[src/rtl/ctrl_reg_pipe_if.sv]
// ----------------------------------------------------------------------------
// ctrl_reg_pipe_if
// Purpose : bundles the issue, write-back, load and read-out signals of
//           ctrl_reg_pipe so the block and its driver share one declaration.
// Modports:
//   master - instruction/data source (drives requests, observes results)
//   slave  - ctrl_reg_pipe itself
// Signals :
//   InstValid/InstReady       issue handshake
//   RdAddrA/RdAddrB/TgtAddr   read addresses (A bits)
//   WrEn/WrSel/WrAddr         write request, source select (0 ALU, 1 load)
//   BrEn/Halt                 branch-if-equal and halt requests
//   ALUData/MemData           write-back sources (W bits)
//   MemReq/MemValid           load handshake
//   DataOutA/DataOutB/PCTarget read data (W bits)
//   BranchTaken/Ack           branch resolved taken, halted and drained
// ----------------------------------------------------------------------------
interface ctrl_reg_pipe_if #(
    parameter int W = 8,
    parameter int A = 4
) ();
    logic         InstValid;
    logic         InstReady;
    logic [A-1:0] RdAddrA;
    logic [A-1:0] RdAddrB;
    logic [A-1:0] TgtAddr;
    logic         WrEn;
    logic         WrSel;
    logic [A-1:0] WrAddr;
    logic         BrEn;
    logic         Halt;
    logic [W-1:0] ALUData;
    logic [W-1:0] MemData;
    logic         MemReq;
    logic         MemValid;
    logic [W-1:0] DataOutA;
    logic [W-1:0] DataOutB;
    logic [W-1:0] PCTarget;
    logic         BranchTaken;
    logic         Ack;

    modport master (
        output InstValid, RdAddrA, RdAddrB, TgtAddr, WrEn, WrSel, WrAddr,
               BrEn, Halt, ALUData, MemData, MemValid,
        input  InstReady, MemReq, DataOutA, DataOutB, PCTarget, BranchTaken, Ack
    );

    modport slave (
        input  InstValid, RdAddrA, RdAddrB, TgtAddr, WrEn, WrSel, WrAddr,
               BrEn, Halt, ALUData, MemData, MemValid,
        output InstReady, MemReq, DataOutA, DataOutB, PCTarget, BranchTaken, Ack
    );
endinterface

[src/rtl/ctrl_reg_pipe.sv]
// ----------------------------------------------------------------------------
// ctrl_reg_pipe
// Purpose : 2**A x W register file with three combinational read ports
//           (A, B, branch target), a single write-back stage that commits one
//           edge after it is loaded, a memory-load handshake and a halt state.
//           A RUN/LOAD/HALT controller gates instruction issue.
// Ports   :
//   Clk    - single clock, rising edge
//   Reset  - asynchronous, active-low reset
//   bus    - ctrl_reg_pipe_if.slave (issue, write, branch, load, read-out)
// Config  : define CTRL_REG_PIPE_BYPASS_EN to forward the write-back stage
//           onto the read ports; otherwise a read that hits the pending
//           write-back address stalls issue for one cycle.
// ----------------------------------------------------------------------------
module ctrl_reg_pipe #(
    parameter int W = 8,
    parameter int A = 4
) (
    input  logic            Clk,
    input  logic            Reset,
    ctrl_reg_pipe_if.slave  bus
);
    localparam int N = 2 ** A;

    typedef enum logic [1:0] {
        ST_RUN  = 2'd0,
        ST_LOAD = 2'd1,
        ST_HALT = 2'd2
    } state_t;

    state_t       r_state;
    state_t       w_nextState;

    logic [W-1:0] r_regFile [N];
    logic         r_wbValid;
    logic [A-1:0] r_wbAddr;
    logic [W-1:0] r_wbData;
    logic [A-1:0] r_loadAddr;
    logic         r_haltAfterLoad;
    // Holds issue off until the first edge after reset is released.
    logic         r_live;

    logic [W-1:0] w_rdA;
    logic [W-1:0] w_rdB;
    logic [W-1:0] w_rdT;
    logic         w_hazard;
    logic         w_instReady;
    logic         w_accept;
    logic         w_aluWrite;
    logic         w_loadStart;
    logic         w_loadDone;
    logic         w_memReq;
    logic         w_ack;

    // Read ports: array content, optionally overridden by the pending
    // write-back. Without forwarding, a match on any read address is a hazard.
    always_comb begin
        w_rdA    = r_regFile[bus.RdAddrA];
        w_rdB    = r_regFile[bus.RdAddrB];
        w_rdT    = r_regFile[bus.TgtAddr];
        w_hazard = 1'b0;
`ifdef CTRL_REG_PIPE_BYPASS_EN
        if (r_wbValid && (bus.RdAddrA == r_wbAddr)) w_rdA = r_wbData;
        if (r_wbValid && (bus.RdAddrB == r_wbAddr)) w_rdB = r_wbData;
        if (r_wbValid && (bus.TgtAddr == r_wbAddr)) w_rdT = r_wbData;
`else
        w_hazard = r_wbValid && ((bus.RdAddrA == r_wbAddr) ||
                                 (bus.RdAddrB == r_wbAddr) ||
                                 (bus.TgtAddr == r_wbAddr));
`endif
    end

    // The stall lasts one cycle because the stage commits and clears on the
    // next edge; nothing can reload it while issue is blocked.
    assign w_instReady = r_live && (r_state == ST_RUN) && !w_hazard;
    assign w_accept    = bus.InstValid && w_instReady;
    assign w_aluWrite  = w_accept && bus.WrEn && !bus.WrSel;
    assign w_loadStart = w_accept && bus.WrEn && bus.WrSel;
    assign w_loadDone  = (r_state == ST_LOAD) && bus.MemValid;

    // Controller next-state and state-dependent outputs.
    // A halt that arrives with a load is remembered and taken after the load.
    always_comb begin
        w_nextState = r_state;
        w_memReq    = 1'b0;
        w_ack       = 1'b0;
        case (r_state)
            ST_RUN: begin
                if (w_loadStart) begin
                    w_nextState = ST_LOAD;
                end else if (w_accept && bus.Halt) begin
                    w_nextState = ST_HALT;
                end
            end
            ST_LOAD: begin
                w_memReq = 1'b1;
                if (bus.MemValid) begin
                    w_nextState = r_haltAfterLoad ? ST_HALT : ST_RUN;
                end
            end
            ST_HALT: begin
                w_ack = !r_wbValid;
            end
            default: begin
                w_nextState = ST_RUN;
            end
        endcase
    end

    // State, write-back stage and register file. The stage commits what it
    // held before this edge while being reloaded, so a same-address write and
    // commit on one edge keep the older value in the array.
    always_ff @(posedge Clk or negedge Reset) begin
        if (!Reset) begin
            r_state         <= ST_RUN;
            r_live          <= 1'b0;
            r_wbValid       <= 1'b0;
            r_wbAddr        <= '0;
            r_wbData        <= '0;
            r_loadAddr      <= '0;
            r_haltAfterLoad <= 1'b0;
            for (int i = 0; i < N; i++) begin
                r_regFile[i] <= '0;
            end
        end else begin
            r_state   <= w_nextState;
            r_live    <= 1'b1;
            r_wbValid <= 1'b0;
            if (r_wbValid) begin
                r_regFile[r_wbAddr] <= r_wbData;
            end
            if (w_aluWrite) begin
                r_wbValid <= 1'b1;
                r_wbAddr  <= bus.WrAddr;
                r_wbData  <= bus.ALUData;
            end else if (w_loadDone) begin
                r_wbValid <= 1'b1;
                r_wbAddr  <= r_loadAddr;
                r_wbData  <= bus.MemData;
            end
            if (w_loadStart) begin
                r_loadAddr      <= bus.WrAddr;
                r_haltAfterLoad <= bus.Halt;
            end
        end
    end

    assign bus.InstReady   = w_instReady;
    assign bus.MemReq      = w_memReq;
    assign bus.Ack         = w_ack;
    assign bus.DataOutA    = w_rdA;
    assign bus.DataOutB    = w_rdB;
    assign bus.PCTarget    = w_rdT;
    assign bus.BranchTaken = w_accept && bus.BrEn && (w_rdA == w_rdB);
endmodule

[src/flat_wrapper.sv]
// flat-port wrapper written by rule: the top's interface ports become plain ports
module ctrl_reg_pipe_flat 
#(
    parameter int W = 8,
    parameter int A = 4
)
  (Clk, Reset, bus_InstValid, bus_RdAddrA, bus_RdAddrB, bus_TgtAddr, bus_WrEn, bus_WrSel, bus_WrAddr, bus_BrEn, bus_Halt, bus_ALUData, bus_MemData, bus_MemValid, bus_InstReady, bus_MemReq, bus_DataOutA, bus_DataOutB, bus_PCTarget, bus_BranchTaken, bus_Ack);
  ctrl_reg_pipe_if #(.W(W), .A(A)) bus_i ();
  input  logic Clk;
  input  logic Reset;
  input wire logic [$bits(bus_i.InstValid)-1:0] bus_InstValid;
  input wire logic [$bits(bus_i.RdAddrA)-1:0] bus_RdAddrA;
  input wire logic [$bits(bus_i.RdAddrB)-1:0] bus_RdAddrB;
  input wire logic [$bits(bus_i.TgtAddr)-1:0] bus_TgtAddr;
  input wire logic [$bits(bus_i.WrEn)-1:0] bus_WrEn;
  input wire logic [$bits(bus_i.WrSel)-1:0] bus_WrSel;
  input wire logic [$bits(bus_i.WrAddr)-1:0] bus_WrAddr;
  input wire logic [$bits(bus_i.BrEn)-1:0] bus_BrEn;
  input wire logic [$bits(bus_i.Halt)-1:0] bus_Halt;
  input wire logic [$bits(bus_i.ALUData)-1:0] bus_ALUData;
  input wire logic [$bits(bus_i.MemData)-1:0] bus_MemData;
  input wire logic [$bits(bus_i.MemValid)-1:0] bus_MemValid;
  output wire logic [$bits(bus_i.InstReady)-1:0] bus_InstReady;
  output wire logic [$bits(bus_i.MemReq)-1:0] bus_MemReq;
  output wire logic [$bits(bus_i.DataOutA)-1:0] bus_DataOutA;
  output wire logic [$bits(bus_i.DataOutB)-1:0] bus_DataOutB;
  output wire logic [$bits(bus_i.PCTarget)-1:0] bus_PCTarget;
  output wire logic [$bits(bus_i.BranchTaken)-1:0] bus_BranchTaken;
  output wire logic [$bits(bus_i.Ack)-1:0] bus_Ack;
  assign bus_i.InstValid = bus_InstValid;
  assign bus_i.RdAddrA = bus_RdAddrA;
  assign bus_i.RdAddrB = bus_RdAddrB;
  assign bus_i.TgtAddr = bus_TgtAddr;
  assign bus_i.WrEn = bus_WrEn;
  assign bus_i.WrSel = bus_WrSel;
  assign bus_i.WrAddr = bus_WrAddr;
  assign bus_i.BrEn = bus_BrEn;
  assign bus_i.Halt = bus_Halt;
  assign bus_i.ALUData = bus_ALUData;
  assign bus_i.MemData = bus_MemData;
  assign bus_i.MemValid = bus_MemValid;
  assign bus_InstReady = bus_i.InstReady;
  assign bus_MemReq = bus_i.MemReq;
  assign bus_DataOutA = bus_i.DataOutA;
  assign bus_DataOutB = bus_i.DataOutB;
  assign bus_PCTarget = bus_i.PCTarget;
  assign bus_BranchTaken = bus_i.BranchTaken;
  assign bus_Ack = bus_i.Ack;
  ctrl_reg_pipe #(.W(W), .A(A)) u_core (.Clk(Clk), .Reset(Reset), .bus(bus_i));
endmodule
[config.mk]
export PLATFORM = sky130hd
export DESIGN_NAME = ctrl_reg_pipe_flat
export DESIGN_NICKNAME = d
export VERILOG_FILES = /design/src/rtl/ctrl_reg_pipe_if.sv /design/src/rtl/ctrl_reg_pipe.sv /design/src/flat_wrapper.sv
export SDC_FILE = /design/constraint.sdc
export NUM_CORES = 1
export LEC_CHECK = 0
export CAP_MARGIN = 20
export CORE_MARGIN = 2
export CORE_UTILIZATION = 30
export DETAILED_ROUTE_END_ITERATION = 6
export GPL_TIMING_DRIVEN = 0
export PLACE_DENSITY_LB_ADDON = 0.15
export SYNTH_ARGS = -nofsm -noshare
export SYNTH_HDL_FRONTEND = slang
export SYNTH_SLANG_ARGS = --single-unit
export TNS_END_PERCENT = 1
[constraint.sdc]
create_clock -name Clk -period 4.53 [get_ports Clk]
set_input_delay 0.453 -clock Clk [delete_from_list [all_inputs] [get_ports Clk]]
set_output_delay 0.453 -clock Clk [all_outputs]
set_load 0.01 [all_outputs]
==> impl_metrics.ini, run 1 <==
[cts]
cts_root_buf = clkbuf_16
clockBufferDepth = 2
cts_hold_buf = 0
cts_setup_buffers = 0
cts_buffers = 17
clkSinkCount = 149
htreeDepth = 4
clk_pin_slew_ns = 0.06
cts_tree = built
clk_latency_ns = 0.43
cts_resized = 0

[global_route]
gr-usage-met2_pct = 30.7
met1_usage_pct = 24.8
grt_max_degree = 88
grt_pass1_vias = 6443
grtUsageMet3_pct = 3.82
top_usage_layer = met2
grt_pass1_wl_mm = 42.4
antenna_found_initial = 0
grtUsageTotal_pct = 18.8
grt_overflow_total = 0

[sta]
maxSlewViolCount = 0
slew_headroom_pct = 24.4
tightest_slew_ns = 1.13
timing.fmax_ghz = 0.231
rsz0062_at_grt = false
hold_viol_final = 0
final.min_clock_period_ns = 4.33
whs_ns = 0.0139
worst_clock_skew_ns = 0.00866
fin_ws_ns = 0.202
setup_viol = 0
fin_crit_sh_pct = 95.5

[routing]
wirelength_mm = 28.2
drt-wirelength-per-cell_um = 26.1
drt_iter0_drc = 576
detail_route.vias_per_cell = 5.60
drc_errors = 0
ant_nets = 0
num_vias = 6042
first_pass_iters = 5

[synth]
synthMostInstantiatedCell = dfrtp_1
synth_top_area_cell = dfrtp_1
ys.flop_type = dfrtp_1
syn_inst = 595
synth_edf_count = 0
ys.warnings.count = 0
synth_nets = 635
synth.distinct_cells = 37
synthTopCellsByCount = dfrtp_1 (149), mux2_2 (104), mux4_2 (88)
syn-cell-area_sq_mm = 0.00897
ys_seq_elements = 149
yosysTopAreaCellShare_pct = 41.6
ys_async_sr_fraction_pct = 100
synth_area_leaders = dfrtp_1 (42%), mux4_2 (22%), mux2_2 (13%)
ys_seq_area_share_pct = 41.6
avgSynthCellArea_sq_um = 15.1

[setup_path]
crit_type = input port to output pin
worst-path-buf-inv = 4
cp_max_fo = 10
cp_data_required_time_ns = 4.08
crit_path_top_delay_cell = clkbuf_1
cp-start-kind = input port
crit_chain = buf_2 -> clkbuf_1 -> buf_2 -> mux4_1 -> a22oi_1 -> nand2_1 -> xnor2_1 -> nand4_1 -> nor3_2 -> clkdlybuf4s50_1
path_common_cell = buf_2
critPathArrivalTime_ns = 3.88
crit_path_end_kind = output pin
cpPeakStageDelay_ns = 0.61
crit_family = buffers and inverters

[floorplanning]
chipHeight_um = 177
pin_count = 68
fp.dieArea_sq_mm = 0.0313
start_util_pct = 30.3
rows = 63
core-area_sq_mm = 0.0296
die_w_um = 177

[placed_design]
numPortBuffers = 59
gp_congestion = 0.848
pre_cts_ws_ns = 0.321
dpl.hpwl_mm = 20.2

[cells_and_area]
diodes = 0
n_fill_cell = 2801
num-nets-final = 717
drive_gt1_share_pct = 37.9
synthToLayoutAreaGrowth_pct = 19.7

[power_and_ir_drop]
p_per_area_mw_per_mm2 = 411
p_sw_mw = 1.40
internal_power_mw = 3.01
seqPwrFrac_pct = 40.5
pwr-share-clk_pct = 34.6
swShare_pct = 31.8
peakVddDrop_uv = 229
pwr-share-comb_pct = 24.9
power.leakage_nw = 4.72
p_total_mw = 4.41

[status]
status = complete, no violations

[hold_path]
min_path_type = input port to async pin

[run]
drv_cap = 0
-- worst reg2reg max path: stages (launching register included) --
cell and delay [ns]:
dfrtp_1 0.31, buf_2 0.22, xor2_1 0.19, nor4_1 0.09, o31a_1 0.38, nor3b_2 0.40
nand3_2 0.22, mux2_1 0.36
-- final cells by class --
cell class	count	area, sq um	area share (%)
tap	390	488	4.55
clock buffer	18	429	4.00
timing repair buffer	63	653	6.08
sequential	149	3730	34.7
buffer	51	308	2.87
clock inverter	13	196	1.83
multi-input combinational	390	4910	45.8
inverter	5	18.8	0.175
-- final timing paths --
check	startpoint	to	slack [ns]	cells past startpoint
max	bus_RdAddrB[1]	bus_BranchTaken	0.20	10
max reg2reg	u_core.r_wbAddr[0]	u_core.r_loadAddr[0]	2.23	7
min	Reset	u_core.r_regFile[113]	0.01	1
min reg2reg	u_core.r_loadAddr[3]	u_core.r_loadAddr[3]	0.50	1
min in group Clk	u_core.r_loadAddr[3]	u_core.r_loadAddr[3]	0.50	1
max in group asynchronous	Reset	u_core.r_live	3.63	2
-- routing by layer --
layer	up-vias	routed length, um
li1	2523	-
met1	3226	12000
met2	239	13900
met3	54	1570
met4	0	809
met5	-	0
-- placed cells by master, fill, tap and decap left out, types with 3 or more instances in the layout --
master,instances
dfrtp_1,149
mux2_2,104
mux4_2,88
clkdlybuf4s50_1,58
a22oi_1,33
mux2_1,29
nand2_1,28
clkbuf_1,25
buf_2,18
mux4_1,18
clkbuf_16,17
nor2_1,13
o21ai_1,13
xor2_1,12
nand3_1,9
buf_6,8
xnor2_1,8
mux2i_1,8
nor2b_1,6
inv_6,5
bufinv_16,4
and2_1,3
buf_12,3
nor4_1,3
or3_1,3
inv_1,3
-- metrics by stage --
step           TNS (ns)  util (%)  instance area, sq um  std cells
2_1_floorplan         0         -                  8970        595
4_1_cts               0      36.3                 10700       1079
5_1_grt               0      36.3                 10700       1079
3_5_place_dp          0      34.2                 10100       1048
3_3_place_gp    -461.95      34.0                 10000       1044
6_report              0      36.3                 10700       1079
-- cell families after synthesis --
logic type	count (synthesis)	share of synthesized area [%]
other	1	0.0418
AOI/OAI and AO/OA	47	3.59
xor gates and xnor gates	20	1.95
muxes	247	45.0
buffers and inverters	56	3.64
and+or+nand+nor	75	4.24
DFF	149	41.6
-- flip-flops by register name, indices dropped and copies added, names as in the netlist --
name and cells:
u_core.r_loadAddr 4, u_core.r_haltAfterLoad 1, u_core.r_state 2, u_core.r_wbData 8, u_core.r_wbAddr 4, u_core.r_wbValid 1
u_core.r_live 1, u_core.r_regFile 128
-- power groups by stage --
stage	Clock [mW]	Sequential [mW]	Combinational, mW
after floorplan	0	1.70	0.725
after detailed placement	0	1.80	1.09
after global routing	1.62	1.83	1.18
after CTS	1.56	1.78	1.10
after global placement	0	1.78	1.07
final	1.53	1.79	1.10
Power figures use the tool's default switching activity.
==> run 2, diff against run 1 <==
CORE_MARGIN = 1   (was 2)
CTS_CLUSTER_SIZE = 14   (was default)
==> run 2 against run 1 <==
  * Via count down 0.30%
  * Fmax grew 0.64%
  * Core utilization is 0.53 points higher
  * Register-to-register slack lost 0.09 ns
  * Flip-flop and latch count did not move
  * Combinational power is essentially flat
  * Hold slack improved by 0.48 ns
  * Count of clock-buffer cells in the layout increased by 2
  * Critical path type unchanged
  * Largest power group unchanged
==> impl_metrics.ini, run 2 (synthesis results as in run 1) <==
[status]
status = complete, no violations

[cells_and_area]
multi_input_area_sq_mm = 0.00491
largest_reg_flops = 128
design_area_sq_mm = 0.0107
seqCellArea_sq_mm = 0.00373
top_regs = u_core.r_regFile (128), u_core.r_wbData (8)
n_fill_cell = 2755
synthToLayoutAreaGrowth_pct = 19.5
diodes = 0
drive_gt1_share_pct = 37.8
num-nets-final = 718
max_flop_register = u_core.r_regFile
final_cell_mix = dfrtp_1 (149), mux2_2 (104), mux4_2 (88)
final_common_cell = dfrtp_1

[routing]
detail_route.vias_per_cell = 5.60
ant_nets = 0
first_pass_iters = 4
drc_errors = 0
drt_iter0_drc = 408
num_vias = 6024
drt-wirelength-per-cell_um = 26.4
wirelength_mm = 28.3

[hold_path]
min_path_type = flip-flop to flip-flop
hold_path_end = u_core.r_loadAddr[2]
holdPathStages = 1
worstHoldStart = u_core.r_loadAddr[2]

[sta]
slew_headroom_pct = 28.6
final.min_clock_period_ns = 4.30
timing.fmax_ghz = 0.233
worst_clock_skew_ns = 0.00932
rsz0062_at_grt = false
maxSlewViolCount = 0
fin_crit_sh_pct = 94.9
whs_ns = 0.498
setup_viol = 0
tightest_slew_ns = 1.07
hold_viol_final = 0
fin_ws_ns = 0.229
finalSetupTns_ns = 0

[cts]
clk_pin_slew_ns = 0.07
clkSinkCount = 149
clockBufferDepth = 2
cts_root_buf = clkbuf_16
cts_resized = 0
htreeDepth = 4
cts_tree = built
clk_latency_ns = 0.43
cts_buffers = 17

[placed_design]
pre_cts_ws_ns = 0.263
dpl_cell_area_sq_mm = 0.0101
gp_congestion = 0.879
dpl.hpwl_mm = 20.4
numPortBuffers = 59

[power_and_ir_drop]
pwr-share-comb_pct = 24.9
seqPwrFrac_pct = 40.6
peakVddDrop_uv = 191
pwr-share-clk_pct = 34.4
internal_power_mw = 2.97
swShare_pct = 32.3
p_per_area_mw_per_mm2 = 410
power.leakage_nw = 4.72
p_sw_mw = 1.42

[global_route]
grt_max_degree = 99
grtUsageTotal_pct = 19.5
grt_overflow_total = 0
antenna_found_initial = 0
grt_pass1_wl_mm = 43.0
grt_pass1_vias = 6396

[floorplanning]
core-area_sq_mm = 0.0291
start_util_pct = 30.8
chipHeight_um = 175
die_w_um = 175
fp.dieArea_sq_mm = 0.0306
rows = 62
pin_count = 68

[setup_path]
reg2reg_slack_ns = 2.14
timing.rr.start = u_core.r_wbAddr[1]
crit_chain = buf_2 -> clkbuf_1 -> buf_2 -> mux4_2 -> a22oi_1 -> nand2_1 -> xnor2_1 -> nand4_1 -> nor3_2 -> clkdlybuf4s50_1
cp-start-kind = input port
cp_data_required_time_ns = 4.08
r2r-end = u_core.r_loadAddr[1]
critPathArrivalTime_ns = 3.85
crit_path_top_delay_cell = clkbuf_1
crit_path_end_kind = output pin
ff2ff_path_depth = 7
path_common_cell = buf_2
crit_type = input port to output pin
cpPeakStageDelay_ns = 0.62
cp_max_fo = 10

[run]
drv_cap = 0
==> run 2: changes by cell type in the layout (fill, tap and decap cells not counted), sizes merged <==
cell         before  now
clkbuf           42   44
bufinv            4    3
clkinv            2    3
dlygate4sd3       0    1
inv              10    9
==> run 2: worst max-delay path by stage <==
stage | cells after the start | slack, ns | end | from
2_1_floorplan | 9 | 1.87 | bus_BranchTaken | bus_RdAddrA[1]
3_3_place_gp | 1 | -3.07 | u_core.r_regFile[65] | Reset
3_5_place_dp | 10 | 0.26 | bus_BranchTaken | bus_RdAddrB[1]
4_1_cts | 10 | 0.25 | bus_BranchTaken | bus_RdAddrB[1]
5_1_grt | 10 | 0.15 | bus_BranchTaken | bus_RdAddrB[1]
6_report | 10 | 0.23 | bus_BranchTaken | bus_RdAddrB[1]
==> run 2: final cells by class <==
class / count / share of cell area, %
tap: 384 / 4.48
timing repair buffer: 64 / 6.12
inverter: 5 / 0.175
buffer: 51 / 2.87
clock inverter: 12 / 1.58
sequential: 149 / 34.8
clock buffer: 20 / 4.17
multi-input combinational: 390 / 45.8
==> run 2: repair_timing <==
| action | 4_1_cts | 5_1_grt |
|---|---|---|
| hold buffers | 1 | 0 |
| endpoints found under the hold margin | 27 | 0 |
| buffers inserted | 0 | 0 |
==> run 2: metal layers <==
metal,GRT usage [%],share of wire (%),wire [um]
met2,31.9,50,14100
met4,7.43,2.7,774
met1,26.3,44,12400
met3,2.46,3.6,1010
met5,0,0,0
==> run 2: power by group through the flow <==
| stage | Sequential (mW) | Combinational, mW | Clock [mW] |
|---|---|---|---|
| 6_report | 1.79 | 1.09 | 1.51 |
| 2_1_floorplan | 1.70 | 0.725 | 0 |
| 4_1_cts | 1.78 | 1.10 | 1.54 |
| 5_1_grt | 1.82 | 1.17 | 1.60 |
| 3_5_place_dp | 1.80 | 1.09 | 0 |
| 3_3_place_gp | 1.77 | 1.07 | 0 |
==> run 2: stage by stage <==
step / total power [mW] / cells / util (%)
2_1_floorplan: 2.43 / 595 / -
5_1_grt: 4.59 / 1075 / 36.9
6_report: 4.39 / 1075 / 36.9
3_3_place_gp: 2.84 / 1038 / 34.5
3_5_place_dp: 2.90 / 1042 / 34.7
4_1_cts: 4.42 / 1075 / 36.9
==> run 2: critical path, delay by kind of cell <==
| family | cells | cell delay, ns |
|---|---|---|
| multiplexers | 1 | 0.38 |
| XOR/XNOR | 1 | 0.17 |
| buffers and inverters | 4 | 1.86 |
| AO/OA/AOI/OAI | 1 | 0.28 |
| AND/OR/NAND/NOR | 3 | 0.68 |
==> run 3, diff against run 2 <==
CAP_MARGIN = default   (was 20)
CORE_MARGIN = 2   (was 1)
SETUP_SLACK_MARGIN = 0.05   (was default)
==> run 3 against run 2 <==
  * Global-route usage is 1.0 points lower
  * Worst setup slack better by 0.077 ns
  * Total power down 1.2%
  * Flip-flop and latch count unchanged
  * Non-clock buffer count down 4
  * Critical path type unchanged
  * Fmax increased by 1.8%
  * Clock skew decreased by 0.0024 ns
  * Clock power down 3%
  * Sequential share of layout area increased by 0.11 points
  * Die area grew 2.3%
  * First-iteration DRC count up 26%
==> impl_metrics.ini, run 3 (synthesis results as in run 1) <==
[setup_path]
crit_type = input port to output pin
cp_max_fo = 10
cp-start-kind = input port
ff2ff_path_depth = 5
crit_path_end_kind = output pin
critPathArrivalTime_ns = 3.77
cp_data_required_time_ns = 4.08

[cells_and_area]
max_flop_register = u_core.r_regFile
top_regs = u_core.r_regFile (128), u_core.r_wbData (8)
multi_input_area_sq_mm = 0.00491
synthToLayoutAreaGrowth_pct = 19.2
n_fill_cell = 2816
largest_reg_flops = 128
final_common_cell = dfrtp_1
num-nets-final = 714
drive_gt1_share_pct = 37.8
utilization_pct = 36.2
seqCellArea_sq_mm = 0.00373
final_cell_mix = dfrtp_1 (149), mux2_2 (104), mux4_2 (88)
final_cells = 1077
diodes = 0

[routing]
highest_layer = met4
detail_route.vias_per_cell = 5.61
num_vias = 6043
wl_met3_mm = 1.65
drt-wirelength-per-cell_um = 25.7
ant_nets = 0
wirelength_mm = 27.7
dr_wl_met2_mm = 13.5
drt_iter0_drc = 516
first_pass_iters = 5
drc_errors = 0
wl_met1_mm = 11.8

[sta]
whs_ns = 0.0152
fin_crit_sh_pct = 93.2
worst_clock_skew_ns = 0.00689
hold_viol_final = 0
tightest_slew_ns = 1.36
final.min_clock_period_ns = 4.22
rsz0062_at_grt = false
setup_viol = 0
timing.fmax_ghz = 0.237
slew_headroom_pct = 8.85
maxSlewViolCount = 0

[global_route]
antenna_found_initial = 0
grtUsageTotal_pct = 18.5
grt_max_degree = 88
grt_pass1_wl_mm = 41.6
grt_overflow_total = 0
grt_pass1_vias = 6352

[cts]
cts_hold_buf = 0
cts_resized = 0
clkSinkCount = 149
cts_buffers = 17
clockBufferDepth = 2
clk_latency_ns = 0.43
cts_root_buf = clkbuf_16
cts_tree = built
htreeDepth = 4
cts_setup_buffers = 0
clk_pin_slew_ns = 0.07

[floorplanning]
pin_count = 68
rows = 63
die_w_um = 177
start_util_pct = 30.3
chipHeight_um = 177
core-area_sq_mm = 0.0296
fp.dieArea_sq_mm = 0.0313

[placed_design]
placed_cells = 1045
numPortBuffers = 59
gp_congestion = 0.848
dpl.hpwl_mm = 19.8

[power_and_ir_drop]
power.leakage_nw = 4.70
p_total_mw = 4.34
p_per_area_mw_per_mm2 = 406
peakVddDrop_uv = 188

[run]
drv_cap = 0

[status]
status = complete, no violations

[hold_path]
min_path_type = input port to async pin
run 3: cell types whose count changed in the layout (fill, tap and decap cells not counted), sizes merged:
| cell | previous run | this run |
|---|---|---|
| buf | 32 | 29 |
| bufinv | 3 | 2 |
| clkinv | 3 | 4 |
| dlygate4sd3 | 1 | 0 |
run 3: final timing paths:
| check | to | from | slack (ns) |
|---|---|---|---|
| setup / recovery | bus_BranchTaken | bus_RdAddrB[1] | 0.31 |
| hold / removal | u_core.r_regFile[97] | Reset | 0.02 |
| setup reg to reg | u_core.r_regFile[84] | u_core.r_wbAddr[1] | 2.06 |
| hold reg to reg | u_core.r_loadAddr[1] | u_core.r_loadAddr[1] | 0.50 |
| max in group asynchronous | u_core.r_wbAddr[0] | Reset | 3.63 |
| min in group Clk | u_core.r_loadAddr[1] | u_core.r_loadAddr[1] | 0.50 |
run 3: per-layer routing:
metal  vias up  track usage [%]
met5         -                0
met4         0             7.02
met3        60             3.82
met2       241             29.6
met1      3215             24.7
li1       2527                -
run 3: final cells by class:
class	instances	share of cell area [%]
inverters	5	0.176
well taps	390	4.57
multi-input cells	390	46.0
plain buffers	51	2.88
clock inverters	12	1.35
clock buffers	20	4.37
flip-flops and latches	149	34.9
repair buffers	60	5.80
run 3: worst max-delay path: stages:
cell and delay [ns]:
buf_2 0.18, clkbuf_1 0.60, buf_2 0.48, mux4_2 0.36
a22oi_1 0.26, nand2_1 0.17, xnor2_1 0.37, nand3_1 0.15
nor3_2 0.17, clkdlybuf4s50_1 0.57
run 3: report_power, final:
part,switching (mW),internal (mW)
clock network,0.602,0.866
registers,0.238,1.55
logic,0.557,0.533
total,1.40,2.94
run 3: stage by stage:
| stage | instance area [sq um] | TNS [ns] | setup slack [ns] |
|---|---|---|---|
| after floorplan | 8970 | 0 | 1.87 |
| after global routing | 10700 | 0 | 0.161 |
| after global placement | 10000 | -461.95 | -3.13 |
| final | 10700 | 0 | 0.306 |
| after detailed placement | 10100 | 0 | 0.307 |
| after CTS | 10700 | 0 | 0.289 |
